## src/rtl/rgb_stream_packer.sv

```systemverilog
// rgb_stream_packer: packs 24-bit RGB pixels (4 px -> 3 words, little-endian)
// into a 32-bit AXI4-Stream master with tuser=SOF and tlast=end-of-line.
module rgb_stream_packer #(
   parameter logic [7:0] PAD_BYTE    = 8'h00,
   parameter logic       SOF_REALIGN = 1'b1
) (
   input  logic        aclk,
   input  logic        areset,
   input  logic [7:0]  r,
   input  logic [7:0]  g,
   input  logic [7:0]  b,
   input  logic        valid,
   input  logic        sof,
   input  logic        eol,
   output logic        in_stream_ready,
   output logic [31:0] out_stream_tdata,
   output logic [3:0]  out_stream_tkeep,
   output logic        out_stream_tlast,
   output logic        out_stream_tuser,
   output logic        out_stream_tvalid,
   input  logic        out_stream_tready,
   output logic        align_err
);

   typedef enum logic {PACK, FLUSH} state_t;

   state_t      state;
   logic [1:0]  phase;
   logic [23:0] left;
   logic        sof_pend;

   logic [23:0] pix;
   logic        out_free;
   logic        accept;
   logic [1:0]  eff_phase;

   logic        emit_vld;
   logic [31:0] emit_data;
   logic        emit_last;
   logic [23:0] next_left;
   logic [1:0]  next_phase;
   logic        go_flush;
   logic [31:0] flush_data;

   assign pix             = {r, g, b};
   assign out_free        = !out_stream_tvalid || out_stream_tready;
   assign in_stream_ready = (state == PACK) && out_free;
   assign accept          = valid && in_stream_ready;
   // A realigning sof restarts packing as if at phase 0, discarding leftover bytes
   assign eff_phase       = (SOF_REALIGN && sof) ? 2'd0 : phase;

   // Next word / leftover / phase for the pixel currently presented
   always_comb begin
      emit_vld   = 1'b0;
      emit_data  = '0;
      emit_last  = 1'b0;
      next_left  = left;
      next_phase = phase;
      go_flush   = 1'b0;
      case (eff_phase)
         2'd0: begin
            next_left  = pix;
            next_phase = 2'd1;
            if (eol) begin
               emit_vld   = 1'b1;
               emit_data  = {PAD_BYTE, pix};
               emit_last  = 1'b1;
               next_phase = 2'd0;
            end
         end
         2'd1: begin
            emit_vld   = 1'b1;
            emit_data  = {pix[7:0], left[23:0]};
            next_left  = {8'h00, pix[23:8]};
            next_phase = 2'd2;
            go_flush   = eol;
         end
         2'd2: begin
            emit_vld   = 1'b1;
            emit_data  = {pix[15:0], left[15:0]};
            next_left  = {16'h0000, pix[23:16]};
            next_phase = 2'd3;
            go_flush   = eol;
         end
         default: begin
            emit_vld   = 1'b1;
            emit_data  = {pix, left[7:0]};
            emit_last  = eol;
            next_phase = 2'd0;
         end
      endcase
   end

   // Flush word: leftover bytes in the low lanes, pad above (phase 2 holds 2 bytes, phase 3 holds 1)
   always_comb begin
      flush_data = {PAD_BYTE, PAD_BYTE, PAD_BYTE, left[7:0]};
      if (phase == 2'd2)
         flush_data = {PAD_BYTE, PAD_BYTE, left[15:0]};
   end

   // Packing FSM with the single registered output word
   always_ff @(posedge aclk or posedge areset) begin
      if (areset) begin
         state             <= PACK;
         phase             <= 2'd0;
         left              <= '0;
         sof_pend          <= 1'b0;
         align_err         <= 1'b0;
         out_stream_tvalid <= 1'b0;
         out_stream_tdata  <= '0;
         out_stream_tkeep  <= '0;
         out_stream_tlast  <= 1'b0;
         out_stream_tuser  <= 1'b0;
      end else begin
         align_err <= 1'b0;
         if (out_stream_tready) begin
            out_stream_tvalid <= 1'b0;
            out_stream_tkeep  <= '0;
         end
         case (state)
            PACK: begin
               if (accept) begin
                  left  <= next_left;
                  phase <= next_phase;
                  if (sof && (phase != 2'd0))
                     align_err <= 1'b1;
                  if (emit_vld) begin
                     out_stream_tvalid <= 1'b1;
                     out_stream_tkeep  <= 4'hF;
                     out_stream_tdata  <= emit_data;
                     out_stream_tlast  <= emit_last;
                     out_stream_tuser  <= sof_pend || sof;
                     sof_pend          <= 1'b0;
                  end else if (sof) begin
                     sof_pend <= 1'b1;
                  end
                  if (go_flush)
                     state <= FLUSH;
               end
            end
            FLUSH: begin
               if (out_free) begin
                  out_stream_tvalid <= 1'b1;
                  out_stream_tkeep  <= 4'hF;
                  out_stream_tdata  <= flush_data;
                  out_stream_tlast  <= 1'b1;
                  out_stream_tuser  <= sof_pend;
                  sof_pend          <= 1'b0;
                  phase             <= 2'd0;
                  left              <= '0;
                  state             <= PACK;
               end
            end
            default: state <= PACK;
         endcase
      end
   end

endmodule

```

## config.mk

```make
export PLATFORM = sky130hd
export DESIGN_NAME = rgb_stream_packer
export DESIGN_NICKNAME = d
export VERILOG_FILES = /design/src/rtl/rgb_stream_packer.sv
export SDC_FILE = /design/constraint.sdc
export NUM_CORES = 1
export LEC_CHECK = 0
export ABC_AREA = 1
export CAP_MARGIN = 20
export CORE_MARGIN = 1.5
export CORE_UTILIZATION = 40
export CTS_BUF_LIST = sky130_fd_sc_hd__clkbuf_4 sky130_fd_sc_hd__clkbuf_8 sky130_fd_sc_hd__clkbuf_16
export CTS_CLUSTER_SIZE = 25
export DETAILED_ROUTE_END_ITERATION = 12
export GPL_ROUTABILITY_DRIVEN = 1
export SYNTH_ARGS = -nofsm -noshare
export SYNTH_HDL_FRONTEND = slang
export SYNTH_SLANG_ARGS = --single-unit
```

## constraint.sdc

```tcl
create_clock -name aclk -period 3.69 [get_ports aclk]
set_clock_uncertainty 0.05 [all_clocks]
set_input_delay 0.738 -clock aclk [delete_from_list [all_inputs] [get_ports aclk]]
set_output_delay 0.738 -clock aclk [all_outputs]
set_load 0.005 [all_outputs]
```

==> summary.md, run 1 <==
| Metric | Value |
|---|---|
| Pin slew with the least headroom to its limit | `0.757 ns` |
| Die extent in y | `102 um` |
| Count of distinct cell types in the synthesized netlist | `23` |
| Post-CTS repair timing setup buffer count | `0` |
| Kind of path behind the tightest hold check | `flop to flop` |
| Width of the die | `102 um` |
| Synthesized Nets | `606` |
| Overall fraction of global-route tracks in use | `23.5%` |
| Antenna-violating nets left | `0` |
| Post-synthesis area per instance | `6.90 um2` |
| Port-buffer cells | `70` |
| Max Fanout on Critical Path | `28` |
| Number of buffers on the longest clock path | `2` |
| Post-synth top area share | `43.1%` |
| Pins over their slew limit | `0` |
| Initial DRC count | `309` |
| Ratio of cells with drive above 1 in the final layout | `5.69%` |
| Critical Path RT | `3.93 ns` |
| DR DRC count | `0` |
| Post-Syn Instances | `572` |
| Growth of design area from synthesis to finish | `25.0%` |
| Insertion delay to the later sink of the worst-skew pair | `0.36 ns` |
| Area of combinational cells with multiple inputs | `1950 um2` |
| Post-synthesis async set-or-reset flop share | `100%` |
| Count of placed standard cells including taps | `750` |
| Critical setup path kind | `input pin to flop` |
| Floorplan die area | `10,500 um2` |
| Number of failing hold endpoints at the final stage | `0` |
| Critical path startpoint category | `input pin` |
| Slew HR | `49.4%` |
| Vias in the first global route | `3,711` |
| Total number of placement rows | `36` |
| Number of ports placed on the die boundary | `71` |
| Number of warnings printed during yosys synthesis | `0` |
| Area of the mapped netlist | `3950 um2` |
| Clock Pin Slew Worst Setup and Hold Paths | `0.07 ns` |
| CTS hold repair buffers | `0` |
| Run status | `complete, no violations` |
| Clock net sink count | `68` |
| Largest net degree at the start of global routing | `49` |
| Top cells by area, synth | `sky130_fd_sc_hd__dfrtp_1 43%, sky130_fd_sc_hd__nand2_1 23%, sky130_fd_sc_hd__nor2_1 6.2%, sky130_fd_sc_hd__a21oi_1 4.4%, sky130_fd_sc_hd__nand3_1 4.2%` |
| Area of the core | `9680 um2` |
| Diode insertion count for antenna repair | `0` |
| Pleak | `0.00242 uW` |
| Via total after detailed routing | `3,844` |
| Setup repair after global routing missed its margin | `no` |
| Clock tree from TritonCTS | `done` |
| Time the worst path needs with I/O delays and setup | `2.72 ns` |
| PostCTS Resize Cnt | `0` |
| Global-route wire length before repair | `18,500 um` |
| Maximum clock frequency | `368 MHz` |
| Sequential standard cell area | `1700 um2` |
| DRT Pass-1 Iters | `6` |
| Initial antenna violation count | `0` |
| Total number of nets in the final design | `662` |
| Setup_tns | `0 ns` |
| Maximum vdd ir drop | `311 uV` |
| Estimated wirelength of the detail-placed design | `7940 um` |
| Final setup viols | `0` |
| Power density of the placed cells | `741 nW/um2` |
| GR Overflow Total | `0` |
| Share of the cycle needed by the critical path after routing | `73.7%` |
| Number of flops mapped to enable cells by yosys | `0` |
| Avg Vias per Cell | `5.02` |
| Routed wire length | `11,300 um` |
| Share of synthesized area occupied by flip-flops and latches | `43.1%` |
| Avg WL per Cell | `14.8 um` |
| Final cell count without fillers | `766` |
| Dominant synthesized flop cell | `sky130_fd_sc_hd__dfrtp_1` |
| MaxCap Viol Count | `0` |
| Endpoint kind of the worst setup timing path | `flop` |
| #FFs+latches synth | `68` |
| Final GP Congestion | `0.888` |
| Fillcell total | `988` |
| Cts bufs inserted | `9` |
| H-Tree Level Count | `3` |
| Library cell occupying the most area in the post-synthesis netlist | `sky130_fd_sc_hd__dfrtp_1` |
| Arrival time of data at the critical path endpoint | `2.96 ns` |
| Starting density of the core | `40.7%` |
| Library cell used as clock root buffer | `sky130_fd_sc_hd__clkbuf_8` |
[routing by layer]
layer	vias up	GRT usage [%]	share of wire, %
met1	1765	32.0	46
met3	12	3.90	6.0
met2	140	38.7	47
met4	0	6.32	1.3
li1	1927	-	-
met5	-	0	0
[stage by stage]
stage | hold WS, ns | setup WS [ns] | total power (uW) | util [%] | instance area, um2
floorplan | 0.413 | 1.19 | 2320 | - | 3950
detailed placement | 0.414 | 0.599 | 3040 | 48.9 | 4730
CTS | 0.435 | 0.967 | 3690 | 51.0 | 4930
finish | 0.428 | 0.970 | 3660 | 51.0 | 4930
global route | 0.446 | 0.707 | 3970 | 51.0 | 4930
global placement | 0.412 | 0.668 | 3000 | 48.9 | 4730
[power by group]
part	switching (uW)	total [uW]	internal (uW)
sequential	212	1300	1090
combinational	948	1720	771
clock	311	640	329
[critical path, stage by stage]
cell and delay [ns]:
sky130_fd_sc_hd__clkdlybuf4s50_1 0.50, sky130_fd_sc_hd__inv_1 0.08, sky130_fd_sc_hd__nand2_1 0.14, sky130_fd_sc_hd__ha_1 0.48, sky130_fd_sc_hd__nand3_2 0.15, sky130_fd_sc_hd__nand2_1 0.19, sky130_fd_sc_hd__inv_2 0.05, sky130_fd_sc_hd__nand2_2 0.27
sky130_fd_sc_hd__buf_12 0.22, sky130_fd_sc_hd__nand2_1 0.07, sky130_fd_sc_hd__nand2_1 0.06
[placed cells by master (no fill, tap or decap)]
| master | synthesis | layout |
|---|---|---|
| sky130_fd_sc_hd__clkinvlp_4 | 0 | 2 |
| sky130_fd_sc_hd__nand2_1 | 241 | 241 |
| sky130_fd_sc_hd__nor3_4 | 1 | 1 |
| sky130_fd_sc_hd__nand2_2 | 1 | 1 |
| sky130_fd_sc_hd__buf_12 | 0 | 2 |
| sky130_fd_sc_hd__dfrtp_1 | 68 | 68 |
| sky130_fd_sc_hd__o31ai_1 | 1 | 1 |
| sky130_fd_sc_hd__o21bai_1 | 8 | 8 |
| sky130_fd_sc_hd__inv_2 | 2 | 3 |
| sky130_fd_sc_hd__o21ai_1 | 2 | 2 |
| sky130_fd_sc_hd__a21oi_4 | 1 | 1 |
| sky130_fd_sc_hd__clkinv_4 | 0 | 1 |
| sky130_fd_sc_hd__nand3_1 | 33 | 33 |
| sky130_fd_sc_hd__nand3_2 | 2 | 2 |
| sky130_fd_sc_hd__clkbuf_8 | 0 | 10 |
| sky130_fd_sc_hd__inv_1 | 28 | 27 |
| sky130_fd_sc_hd__nor2_2 | 0 | 1 |
| sky130_fd_sc_hd__o21ai_2 | 1 | 1 |
| sky130_fd_sc_hd__nor2_1 | 65 | 64 |
| sky130_fd_sc_hd__o21ai_0 | 26 | 26 |
| sky130_fd_sc_hd__o211ai_1 | 17 | 17 |
| sky130_fd_sc_hd__clkinv_2 | 0 | 2 |
| sky130_fd_sc_hd__a211oi_1 | 1 | 1 |
| sky130_fd_sc_hd__ha_1 | 4 | 4 |
| sky130_fd_sc_hd__a21oi_1 | 35 | 35 |
| sky130_fd_sc_hd__bufinv_16 | 0 | 1 |
| sky130_fd_sc_hd__buf_4 | 8 | 8 |
| sky130_fd_sc_hd__clkdlybuf4s50_1 | 0 | 70 |
[Yosys cell counts (2+ instances only)]
cell	instances
sky130_fd_sc_hd__nand2_1	241
sky130_fd_sc_hd__nand3_2	2
sky130_fd_sc_hd__inv_2	2
sky130_fd_sc_hd__a21oi_1	35
sky130_fd_sc_hd__o21bai_1	8
sky130_fd_sc_hd__buf_4	8
sky130_fd_sc_hd__ha_1	4
sky130_fd_sc_hd__clkbuf_1	15
sky130_fd_sc_hd__o211ai_1	17
sky130_fd_sc_hd__dfrtp_1	68
sky130_fd_sc_hd__o21ai_1	2
sky130_fd_sc_hd__inv_1	28
sky130_fd_sc_hd__nand3_1	33
sky130_fd_sc_hd__o21ai_0	26
sky130_fd_sc_hd__buf_2	11
sky130_fd_sc_hd__nor2_1	65
[layout make-up]
class | count | share of cell area [%]
clock buffer | 10 | 2.79
clock inverter | 6 | 1.29
multi-input combinational | 439 | 39.6
inverter | 30 | 2.28
timing repair buffer | 80 | 16.2
sequential | 68 | 34.5
tap | 133 | 3.37
[path summary, 6_finish.rpt]
path | startpoint | to | slack, ns | cells after the start
hold / removal | out_stream_tdata[13]$_DFFE_PP0P_ | out_stream_tdata[13]$_DFFE_PP0P_ | 0.43 | 2
max in group asynchronous | areset | left[14]$_DFFE_PP0P_ | 2.30 | 3
hold reg to reg | out_stream_tdata[13]$_DFFE_PP0P_ | out_stream_tdata[13]$_DFFE_PP0P_ | 0.43 | 2
setup reg to reg | state$_DFF_PP0_ | out_stream_tdata[9]$_DFFE_PP0P_ | 1.38 | 7
min in group asynchronous | areset | out_stream_tdata[5]$_DFFE_PP0P_ | 0.62 | 2
setup / recovery | sof | out_stream_tdata[9]$_DFFE_PP0P_ | 0.97 | 11
[sequential cells by signal, summed over array words and instances (netlist names)]
name and flops:
phase 2, out_stream_tdata 32, sof_pend 1, left 24, out_stream_tlast 1, out_stream_tkeep 4, out_stream_tuser 1, out_stream_tvalid 1
align_err 1, state 1
[logic make-up (layout without fill, tap and decap cells)]
group           after synthesis  count (layout)  synth area share [%]
compound gates               92              92                  13.8
flops                        68              68                  43.1
buf+inv                      65             126                  7.48
simple gates                343             343                  34.4
fa+ha+maj                     4               4                  1.27
(Power assumes the default switching activity.)
==> run 2: changes to the inputs <==
--- a/config.mk
+++ b/config.mk
@@ -13,6 +13,7 @@
 export CTS_CLUSTER_SIZE = 25
 export DETAILED_ROUTE_END_ITERATION = 12
 export GPL_ROUTABILITY_DRIVEN = 1
+export PLACE_DENSITY = 0.66
 export SYNTH_ARGS = -nofsm -noshare
 export SYNTH_HDL_FRONTEND = slang
 export SYNTH_SLANG_ARGS = --single-unit
==> constraint.sdc (replaced) <==
create_clock -name aclk -period 2.25 [get_ports aclk]
set_clock_uncertainty 0.05 [all_clocks]
set_input_delay 0.45 -clock aclk [delete_from_list [all_inputs] [get_ports aclk]]
set_output_delay 0.45 -clock aclk [all_outputs]
set_load 0.005 [all_outputs]
==> run 2 against run 1 <==
  * Power is 74% higher
  * Non-clock buffer count is 19 higher
  * Worst setup slack worse by 0.84 ns
  * First-iteration DRC count is 25% lower
  * Final cell count is 2.5% higher
  * Largest cell class unchanged
  * Highest routed layer unchanged
==> summary.md, run 2 (synthesized netlist as in run 1, its figures left out) <==
| Metric | Value |
|---|---|
| Worst r2r dst | `left[12]$_DFFE_PP0P_` |
| Time the worst path needs with I/O delays and setup | `2.12 ns` |
| Grt met3 use | `3.42% (-0.48 points)` |
| Most Used Layer, Global Route | `met2` |
| Port-buffer cells | `70 (unchanged)` |
| Total number of nets in the final design | `681 (+2.9%)` |
| Die extent in y | `102 um (unchanged)` |
| Routing usage on met2 | `37.7% (-0.97 points)` |
| Clock tree from TritonCTS | `done` |
| Kind of path behind the tightest hold check | `flop to flop` |
| Critical R2R Launch | `phase[0]$_DFFE_PP0P_` |
| Largest register by flop count | `out_stream_tdata` |
| Final setup viols | `0 (unchanged)` |
| Power density of the placed cells | `1230 nW/um2 (+66%)` |
| Slew HR | `71.1% (+22 points)` |
| GR Overflow Total | `0 (unchanged)` |
| CTS hold repair buffers | `0 (unchanged)` |
| Routed wire length | `11,600 um (+2.4%)` |
| Avg Vias per Cell | `5.07 (+1.0%)` |
| Arrival time of data at the critical path endpoint | `2.30 ns (-0.66 ns)` |
| Register-to-register setup slack | `0.21 ns (-1.17 ns)` |
| Cts bufs inserted | `9 (unchanged)` |
| Initial antenna violation count | `0 (unchanged)` |
| Pleak | `0.00255 uW (+5.5%)` |
| Vias in the first global route | `3,855 (+3.9%)` |
| Number of failing hold endpoints at the final stage | `0 (unchanged)` |
| Global-route track usage on met1 | `32.1% (+0.071 points)` |
| DRT Pass-1 Iters | `5 (-1)` |
| Post-CTS repair timing setup buffer count | `0 (unchanged)` |
| Floorplan die area | `10,500 um2 (unchanged)` |
| Estimated wirelength of the detail-placed design | `8290 um (+4.4%)` |
| Library cell used as clock root buffer | `sky130_fd_sc_hd__clkbuf_8` |
| Antenna-violating nets left | `0 (unchanged)` |
| Commonest non-fill, non-tap cell in the layout | `sky130_fd_sc_hd__nand2_1` |
| Final GP Congestion | `0.898 (+1.2%)` |
| Maximum clock frequency | `471 MHz` |
| Width of the die | `102 um (unchanged)` |
| Dominant delay contributor by cell family on the critical path | `buffers and inverters` |
| Hold Path Origin | `out_stream_tdata[14]$_DFFE_PP0P_` |
| Critical path startpoint category | `input pin` |
| Maximum vdd ir drop | `487 uV (+56%)` |
| Biggest regs | `out_stream_tdata (32), left (24), out_stream_tkeep (4)` |
| Clock Pin Slew Worst Setup and Hold Paths | `0.07 ns (about the same)` |
| Cell count of the worst hold path | `2 (unchanged)` |
| DR DRC count | `0 (unchanged)` |
| Max Fanout on Critical Path | `9 (-68%)` |
| Overall fraction of global-route tracks in use | `24.0% (+0.53 points)` |
| Global-route wire length before repair | `19,000 um (+2.5%)` |
| Critical Path RT | `2.43 ns (-1.50 ns)` |
| Final cell count without fillers | `785 (+2.5%)` |
| Setup repair after global routing missed its margin | `no` |
| Area of the core | `9680 um2 (unchanged)` |
| Via total after detailed routing | `3,979 (+3.5%)` |
| Endpoint kind of the worst setup timing path | `flop` |
| Count of placed standard cells including taps | `769 (+2.5%)` |
| CP max-delay cell | `sky130_fd_sc_hd__clkdlybuf4s50_1` |
| Initial DRC count | `232 (-25%)` |
| Growth of design area from synthesis to finish | `31.5%` |
| Clock net sink count | `68 (unchanged)` |
| Largest net degree at the start of global routing | `69 (+41%)` |
| H-Tree Level Count | `3 (unchanged)` |
| Ratio of cells with drive above 1 in the final layout | `8.44% (+2.7 points)` |
| Number of cell instances on the worst register-to-register path | `9 (+2)` |
| MaxCap Viol Count | `0 (unchanged)` |
| Critical-path cell list | `clkdlybuf4s50_1 -> nor2_1 -> inv_1 -> ha_1 -> buf_4 -> nand2_1 -> nor2_1 -> a21oi_1 -> a21oi_1` |
| Pins over their slew limit | `0 (unchanged)` |
| Number of ports placed on the die boundary | `71 (unchanged)` |
| Worst hold margin | `0.427 ns (-0.000976 ns)` |
| Commonest cells after routing, fill and taps aside | `241 x sky130_fd_sc_hd__nand2_1, 70 x sky130_fd_sc_hd__clkdlybuf4s50_1, 68 x sky130_fd_sc_hd__dfrtp_1` |
| Worst-case hold path end point | `out_stream_tdata[14]$_DFFE_PP0P_` |
| Critical setup path kind | `input pin to flop` |
| Share of the cycle needed by the critical path after routing | `94.3%` |
| Number of buffers on the longest clock path | `2 (unchanged)` |
| Pin slew with the least headroom to its limit | `0.432 ns (-0.325 ns)` |
| Starting density of the core | `40.7% (unchanged)` |
| Run status | `complete, no violations` |
| Avg WL per Cell | `14.8 um (about the same)` |
| PostCTS Resize Cnt | `0 (unchanged)` |
| Largest register FFs | `32 (unchanged)` |
| Sum of buffers and inverters on the critical path | `3 (-1)` |
| Insertion delay to the later sink of the worst-skew pair | `0.35 ns (about the same)` |
| Diode insertion count for antenna repair | `0 (unchanged)` |
| Longest individual stage delay on the worst path | `0.45 ns (-0.05 ns)` |
| Total number of placement rows | `36 (unchanged)` |
run 2: how the worst max path moves through the flow:
stage / start / slack (ns) / endpoint / cells after the start
4_1_cts: out_stream_tready / 0.17 / in_stream_ready / 4
5_1_grt: sof / 0.02 / left[8]$_DFFE_PP0P_ / 11
3_3_place_gp: sof / -0.13 / left[15]$_DFFE_PP0P_ / 9
2_1_floorplan: areset / 0.04 / align_err$_DFF_PP0_ / 1
6_report: sof / 0.13 / left[12]$_DFFE_PP0P_ / 9
3_5_place_dp: sof / -0.18 / left[12]$_DFFE_PP0P_ / 9
run 2: cell type report:
type | instances | area, um2
Fill cell | 970 | 4490
Tap cell | 133 | 166
Inverter | 30 | 113
Sequential cell | 68 | 1700
Clock inverter | 7 | 115
Timing Repair Buffer | 99 | 1020
Clock buffer | 9 | 124
Multi-Input combinational cell | 439 | 1950
run 2: worst reg2reg max path, delay by kind of cell (launching register included):
kind / cells / cell delay [ns]
compound gates: 2 / 0.25
fa+ha+maj: 1 / 0.30
buf+inv: 3 / 0.37
flops: 1 / 0.41
simple gates: 3 / 0.55
run 2: stage by stage:
stage | area [um2] | TNS (ns) | utilization [%] | setup slack, ns | total power [uW]
detailed placement | 4950 | -4.91 | 51.1 | -0.175 | 5180
global route | 5190 | 0 | 53.6 | 0.0159 | 6900
floorplan | 3950 | 0 | - | 0.0385 | 3810
finish | 5190 | 0 | 53.6 | 0.128 | 6370
CTS | 5190 | 0 | 53.6 | 0.166 | 6420
global placement | 4950 | -2.17 | 51.1 | -0.126 | 5120
run 2: layer usage:
layer,up-vias,routed length (um)
li1,1967,-
met1,1836,5300
met2,144,5290
met3,32,605
met4,0,393
met5,-,0
run 2: power breakdown:
group	leakage [uW]	internal [uW]	total, uW	switching [uW]
clock network	0.000115	732	1220	492
registers	0.000841	1780	2120	338
logic	0.00160	1460	3030	1570
total	0.00255	3970	6370	2400
